## src/rtl/latchk_pkg.sv

```systemverilog
`default_nettype none
// +--------------------------------------------------------------------------+
// | Package     : latchk_pkg                                                 |
// | Description : Shared types and helpers for the set/reset latch stimulus  |
// |               checker: FSM state enum, LFSR tap mask and default seed,   |
// |               vector-field bit positions and the vector decoder.         |
// | Macro       : LATCHK_RS_OVERLAP_EN - when defined, vectors may assert    |
// |               reset and set together; otherwise set is suppressed        |
// |               whenever reset is chosen.                                  |
// | Revision    : 1.0 - initial release                                      |
// +--------------------------------------------------------------------------+
package latchk_pkg;

   typedef enum logic [2:0] {
      ST_IDLE  = 3'd0,
      ST_APPLY = 3'd1,
      ST_OPEN  = 3'd2,
      ST_CLOSE = 3'd3,
      ST_WAIT  = 3'd4,
      ST_CHECK = 3'd5,
      ST_DONE  = 3'd6
   } state_t;

   // Fibonacci taps 16,14,13,11 expressed as bit positions 15,13,12,10.
   localparam logic [15:0] LFSR_TAPS    = 16'hB400;
   localparam logic [15:0] DEFAULT_SEED = 16'hACE1;

   // Vector fields inside the LFSR state.
   localparam int RA_LSB = 0;   // 2-bit field, reset when zero
   localparam int SA_LSB = 2;   // 2-bit field, set when zero
   localparam int D_BIT  = 4;   // data bit

   typedef struct packed {
      logic ra;
      logic sa;
      logic d;
   } vec_t;

   // A zero seed would lock the LFSR, so it is swapped for the default.
   function automatic logic [15:0] fix_seed(input logic [15:0] s);
      return (s == 16'h0000) ? DEFAULT_SEED : s;
   endfunction

   function automatic logic [15:0] lfsr_next(input logic [15:0] l);
      return {l[14:0], ^(l & LFSR_TAPS)};
   endfunction

   function automatic vec_t decode_vec(input logic [15:0] l);
      vec_t v;
      v.ra = (l[RA_LSB +: 2] == 2'b00);
      v.sa = (l[SA_LSB +: 2] == 2'b00);
      v.d  = l[D_BIT];
`ifdef LATCHK_RS_OVERLAP_EN
      // Reset and set may both be asserted; the latch resolves to reset.
      v.sa = v.sa;
`else
      // Never drive reset and set low together.
      if (v.ra && v.sa) begin
         v.sa = 1'b0;
      end
`endif
      return v;
   endfunction

endpackage : latchk_pkg
`default_nettype wire

```

## src/rtl/latchk_lfsr.sv

```systemverilog
`default_nettype none
// +--------------------------------------------------------------------------+
// | Module      : latchk_lfsr                                                |
// | Description : 16-bit Fibonacci LFSR used as the vector source. Load      |
// |               takes priority over step; a zero seed is replaced by the   |
// |               default seed so the all-zero state is unreachable.         |
// | Ports       : clk   - clock, rising edge                                 |
// |               rst_n - asynchronous active-low reset                      |
// |               load  - load seed (takes priority)                         |
// |               seed  - seed value                                         |
// |               step  - advance one step                                   |
// |               state - current LFSR state                                 |
// | Revision    : 1.0 - initial release                                      |
// +--------------------------------------------------------------------------+
module latchk_lfsr
   import latchk_pkg::*;
(
   input  logic        clk,
   input  logic        rst_n,
   input  logic        load,
   input  logic [15:0] seed,
   input  logic        step,
   output logic [15:0] state
);

   always_ff @(posedge clk or negedge rst_n) begin
      if (!rst_n) begin
         state <= DEFAULT_SEED;
      end else if (load) begin
         state <= fix_seed(seed);
      end else if (step) begin
         state <= lfsr_next(state);
      end
   end

endmodule : latchk_lfsr
`default_nettype wire

```

## config.mk

```make
export PLATFORM = sky130hd
export DESIGN_NAME = latchk_lfsr
export DESIGN_NICKNAME = d
export VERILOG_FILES = /design/src/rtl/latchk_pkg.sv /design/src/rtl/latchk_lfsr.sv
export SDC_FILE = /design/constraint.sdc
export NUM_CORES = 1
export LEC_CHECK = 0
export ABC_AREA = 0
export BUFFER_PORTS_ARGS = -buffer_cell sky130_fd_sc_hd__buf_4
export CAP_MARGIN = 20
export CELL_PAD_IN_SITES_DETAIL_PLACEMENT = 0
export CELL_PAD_IN_SITES_GLOBAL_PLACEMENT = 1
export CORE_MARGIN = 10
export CORE_UTILIZATION = 35
export DETAILED_ROUTE_END_ITERATION = 8
export PLACE_DENSITY_LB_ADDON = 0.1
export SLEW_MARGIN = 40
export SYNTH_ARGS = -nofsm -noshare
export SYNTH_HDL_FRONTEND = slang
export SYNTH_SLANG_ARGS = --single-unit
```

## constraint.sdc

```tcl
create_clock -name clk -period 1.55 [get_ports clk]
set_input_delay 0.2325 -clock clk [delete_from_list [all_inputs] [get_ports clk]]
set_output_delay 0.2325 -clock clk [all_outputs]
set_load 0.02 [all_outputs]
```

-- Yosys cells after proc, flatten, opt, wreduce, memory -nomap -nowiden
Cells that the tools add are included.
- register bits after elaboration: 16
- input bits: 20
- output and inout bits: 16
- word-level logic and storage cells: 7
- mux-type cells: 3
- reduce and logical (&&, ||, !) cells: 3
- operator list (kind ; count):
    two-way mux 16 bit ; 3
    zero test 16 bit ; 1
    parity 16 bit ; 1
    nonzero test 2 bit ; 1

-- Logic depth before layout (Yosys ltp)
- depth after elaboration: 3
- gate-level depth with buffers: 4
- gate-level depth less buffers: 4

-- Worst setup path after synthesis
No wires, ideal clock.
- kind: reg-to-reg
- from: register state[10]
- to: register state[0]
- setup time: 79 ps
- arrival: 1094 ps
- required time: 1471 ps
- path slack: 377 ps
- cell stages (with the launch flop): 5
- buffers on the path: 0
- period minus slack after synthesis: 1173 ps
- path through: dfstp_2 -> xor2_1 -> xnor2_1 -> mux2i_1 -> o21ai_0
- longest elaborated chain between the ends: 3
- RTL lines (what ; RTL line ; text):
    start: declaration ; latchk_lfsr.sv:23 ; output logic [15:0] state
    start signal: assignment ; latchk_lfsr.sv:30 ; state <= fix_seed(seed);
    start signal: assignment ; latchk_lfsr.sv:32 ; state <= lfsr_next(state);
    parity 16 bit ; latchk_pkg.sv:45 ; return {l[14:0], ^(l & LFSR_TAPS)};
    two-way mux 16 bit ; latchk_lfsr.sv:31 ; end else if (step) begin
    two-way mux 16 bit ; latchk_lfsr.sv:29 ; end else if (load) begin
No other way between the ends. The select of a mux whose other input is x is not followed.
A chain may end at the register's enable or synchronous reset.

-- Worst setup path in the final report
- from: register state[10]
- to: output port state[10]
No word-level cell between the ends.

==> out/metrics.csv <==
stage,metric,value,unit
timing,timing.final.crit_period,1240,ps
run_status,status,"complete, no violations",
synth,most_area_consuming_cells_after_synthesis,"sky130_fd_sc_hd__dfstp_2 (25%), sky130_fd_sc_hd__dfrtp_1 (24%), sky130_fd_sc_hd__mux2i_1 (11%)",
timing,finalHoldViolCount,0,
routing,post-route-drc-count,0,
cells_and_area,ff_latch_area,410,µm²
timing,final-setup-viol-count,0,
synth,ys_warn_count,0,
global_route,grt_first_pass_wirelength,3730,µm
synth,synth_area_per_cell,11.9,µm²
synth,synth_cells,71,
timing,number_of_max_slew_violations_in_the_final_report,0,
run,timing.max_cap.violations,0,
global_route,grt_util_all_layers,9.29,%
power,power.density,979,nW/µm²
critical_path,critPathMaxStageDelay,580,ps
global_route,grt_max_degree,27,
synth,synth_top_area_share,24.8,%
cells_and_area,number_of_nets_at_the_end_of_the_flow,127,
synth,ys_seq_elements,16,
synth,ffs_w_async_s_r_synth,100,%
min_path,hold_path_startpoint,seed[12],
cells_and_area,multiInputGateArea,397,µm²
power,p_leak,0.524,nW
cells_and_area,reg.largest.list,state x16,
placement,place.gp.congestion,0.665,
routing,vias,647,
synth,syn_area,847,µm²
clock_network,cts.root.buffer_cell,sky130_fd_sc_hd__clkbuf_4,
global_route,vias_in_the_first_global_route,757,
placement,buffer_ports.inserted,35,
synth,synth.most_common_cell,sky130_fd_sc_hd__o21ai_0,
placement,post_detail_place_hpwl,1720,µm
clock_network,clock_sink_count,16,
min_path,hold_path.class,in -> reg,
floorplan,die_h,69.2,µm
clock_network,cts_tree,done,
routing,avgRoutedWirePerCell,16.7,µm
critical_path,arrival,1010,ps
timing,final_total_negative_setup_slack,0,ps
floorplan,die_width,69.2,µm
synth,synth-seq-area-share,48.4,%
critical_path,crit_path_end_kind,output pin,
cells_and_area,n_antenna_cell,0,
clock_network,cts-buffers-inserted,3,
cells_and_area,layout-drive-gt1-share,58.5,%
synth,yosys-top-cells-count,"sky130_fd_sc_hd__o21ai_0 (10), sky130_fd_sc_hd__mux2i_1 (9), sky130_fd_sc_hd__dfrtp_1 (8), sky130_fd_sc_hd__dfstp_2 (8), sky130_fd_sc_hd__nand2_1 (8)",
timing,post-route-worst-setup-slack,307,ps
cells_and_area,top_register,state,
critical_path,data_required_time_at_the_worst_endpoint,1320,ps
floorplan,top_level_ports,36,
critical_path,crit_start,state[10],
clock_network,htree_num_levels,1,
routing,via_per_inst,4.83,
timing,timing_worst_slew_pin_value,313,ps
clock_network,worstSkewPairLatency,280,ps
timing,clock-skew-final,10.6,ps
synth,synth_flop_cell,sky130_fd_sc_hd__dfstp_2,
timing,share_of_the_clock_period_used_by_the_worst_path_after_layout,80.2,%
routing,drt-total-wl,2240,µm
critical_path,critPathSlowestCell,sky130_fd_sc_hd__dfstp_2,
clock_network,clk_pin_slew_worst_paths,100,ps
routing,ant_nets,0,
global_route,number_of_antenna_violations_at_the_first_check_in_global_routing,0,
critical_path,path_buf_inv,1,
floorplan,std_cell_rows,17,
cells_and_area,finish.utilization,51.1,%
timing,hold-worst-slack,164,ps
power,peakVddDrop,475,µV
global_route,grt_remaining_overflow,0,
routing,firstDrtPassIters,4,
cells_and_area,number_of_flip_flops_in_the_largest_register,16,
critical_path,critical_path.top_delay_family,flip-flops,
critical_path,critical_path.cell_chain,buf_4,
synth,synth-edff-count,0,
critical_path,cp_max_fo,4,
critical_path,crit-reg2reg-launch,state[10],
cells_and_area,post_layout_nonfiller_instances,134,
placement,post-place-cells,129,
floorplan,effective_utilization_at_floorplan,37.6,%
floorplan,die_outline_area,4790,µm²
timing,rsz0062_at_grt,false,
placement,preCtsSetupSlack,232,ps
cells_and_area,synthToLayoutAreaGrowth,35.9,%
routing,initialDrtViolationCount,22,
synth,ys_types,17,
critical_path,crit_path_start_kind,flip-flop,
floorplan,core_region_area,2250,µm²
clock_network,clock_path_buffers,2,
cells_and_area,num-fill-cells,217,
timing,timing.max_slew.rel_slack,78.9,%
synth,synth_top_area_cell,sky130_fd_sc_hd__dfstp_2,
critical_path,setup.worst_path.class,reg -> out,
timing,fmaxAchievable,0.804,GHz
synth,syn-num-nets,91,
## cells by family (layout without fill, tap and decap cells)
group / count (synthesis) / count (layout) / synth area share [%]
compound gates: 17 / 17 / 14.2
xor+xnor: 3 / 3 / 3.10
flops: 16 / 16 / 48.4
buf+inv: 5 / 40 / 4.73
simple gates: 14 / 14 / 9.16
mux: 16 / 16 / 20.4
## placed cells by master, fill, tap and decap left out, drive strengths merged
| cell type | synthesis | layout |
|---|---|---|
| and4 | 1 | 1 |
| dfrtp | 8 | 8 |
| dfstp | 8 | 8 |
| xnor2 | 2 | 2 |
| dlygate4sd3 | 0 | 1 |
| o22a | 7 | 7 |
| nand2b | 1 | 1 |
| nand2 | 8 | 8 |
| nor4 | 4 | 4 |
| o21ai | 10 | 10 |
| clkbuf | 1 | 4 |
| mux2i | 9 | 9 |
| mux2 | 7 | 7 |
| buf | 4 | 35 |
| xor2 | 1 | 1 |
## worst paths after layout
check,end,slack (ps),cells after the start
max in group asynchronous,state[0],960,2
worst min-delay path,state[12],160,3
min in group asynchronous,state[14],330,2
worst max register to register,state[0],330,4
worst min register to register,state[2],600,2
worst max-delay path,state[10],310,1
## final cells by class
type / count / area share, %
Multi-Input combinational cell: 50 / 34.5
Timing Repair Buffer: 36 / 23.7
Tap cell: 28 / 3.04
Clock buffer: 4 / 3.15
Sequential cell: 16 / 35.7
## metal layers
layer / track usage [%] / part of all wire [%] / wire length (µm)
met1: 12.2 / 48 / 1080
met2: 14.1 / 47 / 1040
met3: 2.85 / 4.6 / 103
met4: 2.66 / 0.45 / 10
met5: 0 / 0 / 0
## timing repair
action,CTS,global route
resized for setup,0,0
buffers inserted,0,0
endpoints found under the hold margin,8,0
setup endpoints to repair,0,0
hold buffers,1,0
## report_power, final
part | leakage (nW) | internal (mW) | switching [mW]
logic | 0.322 | 0.169 | 0.159
registers | 0.181 | 0.483 | 0.0416
clock network | 0.0210 | 0.143 | 0.132
## through the flow
step	area (µm²)	power, mW
final	1150	1.13
after detailed placement	1100	0.864
after global placement	1100	0.862
after CTS	1150	1.15
after global routing	1150	1.20
after floorplan	847	0.715
No activity file was read; power rests on OpenSTA's default activity.
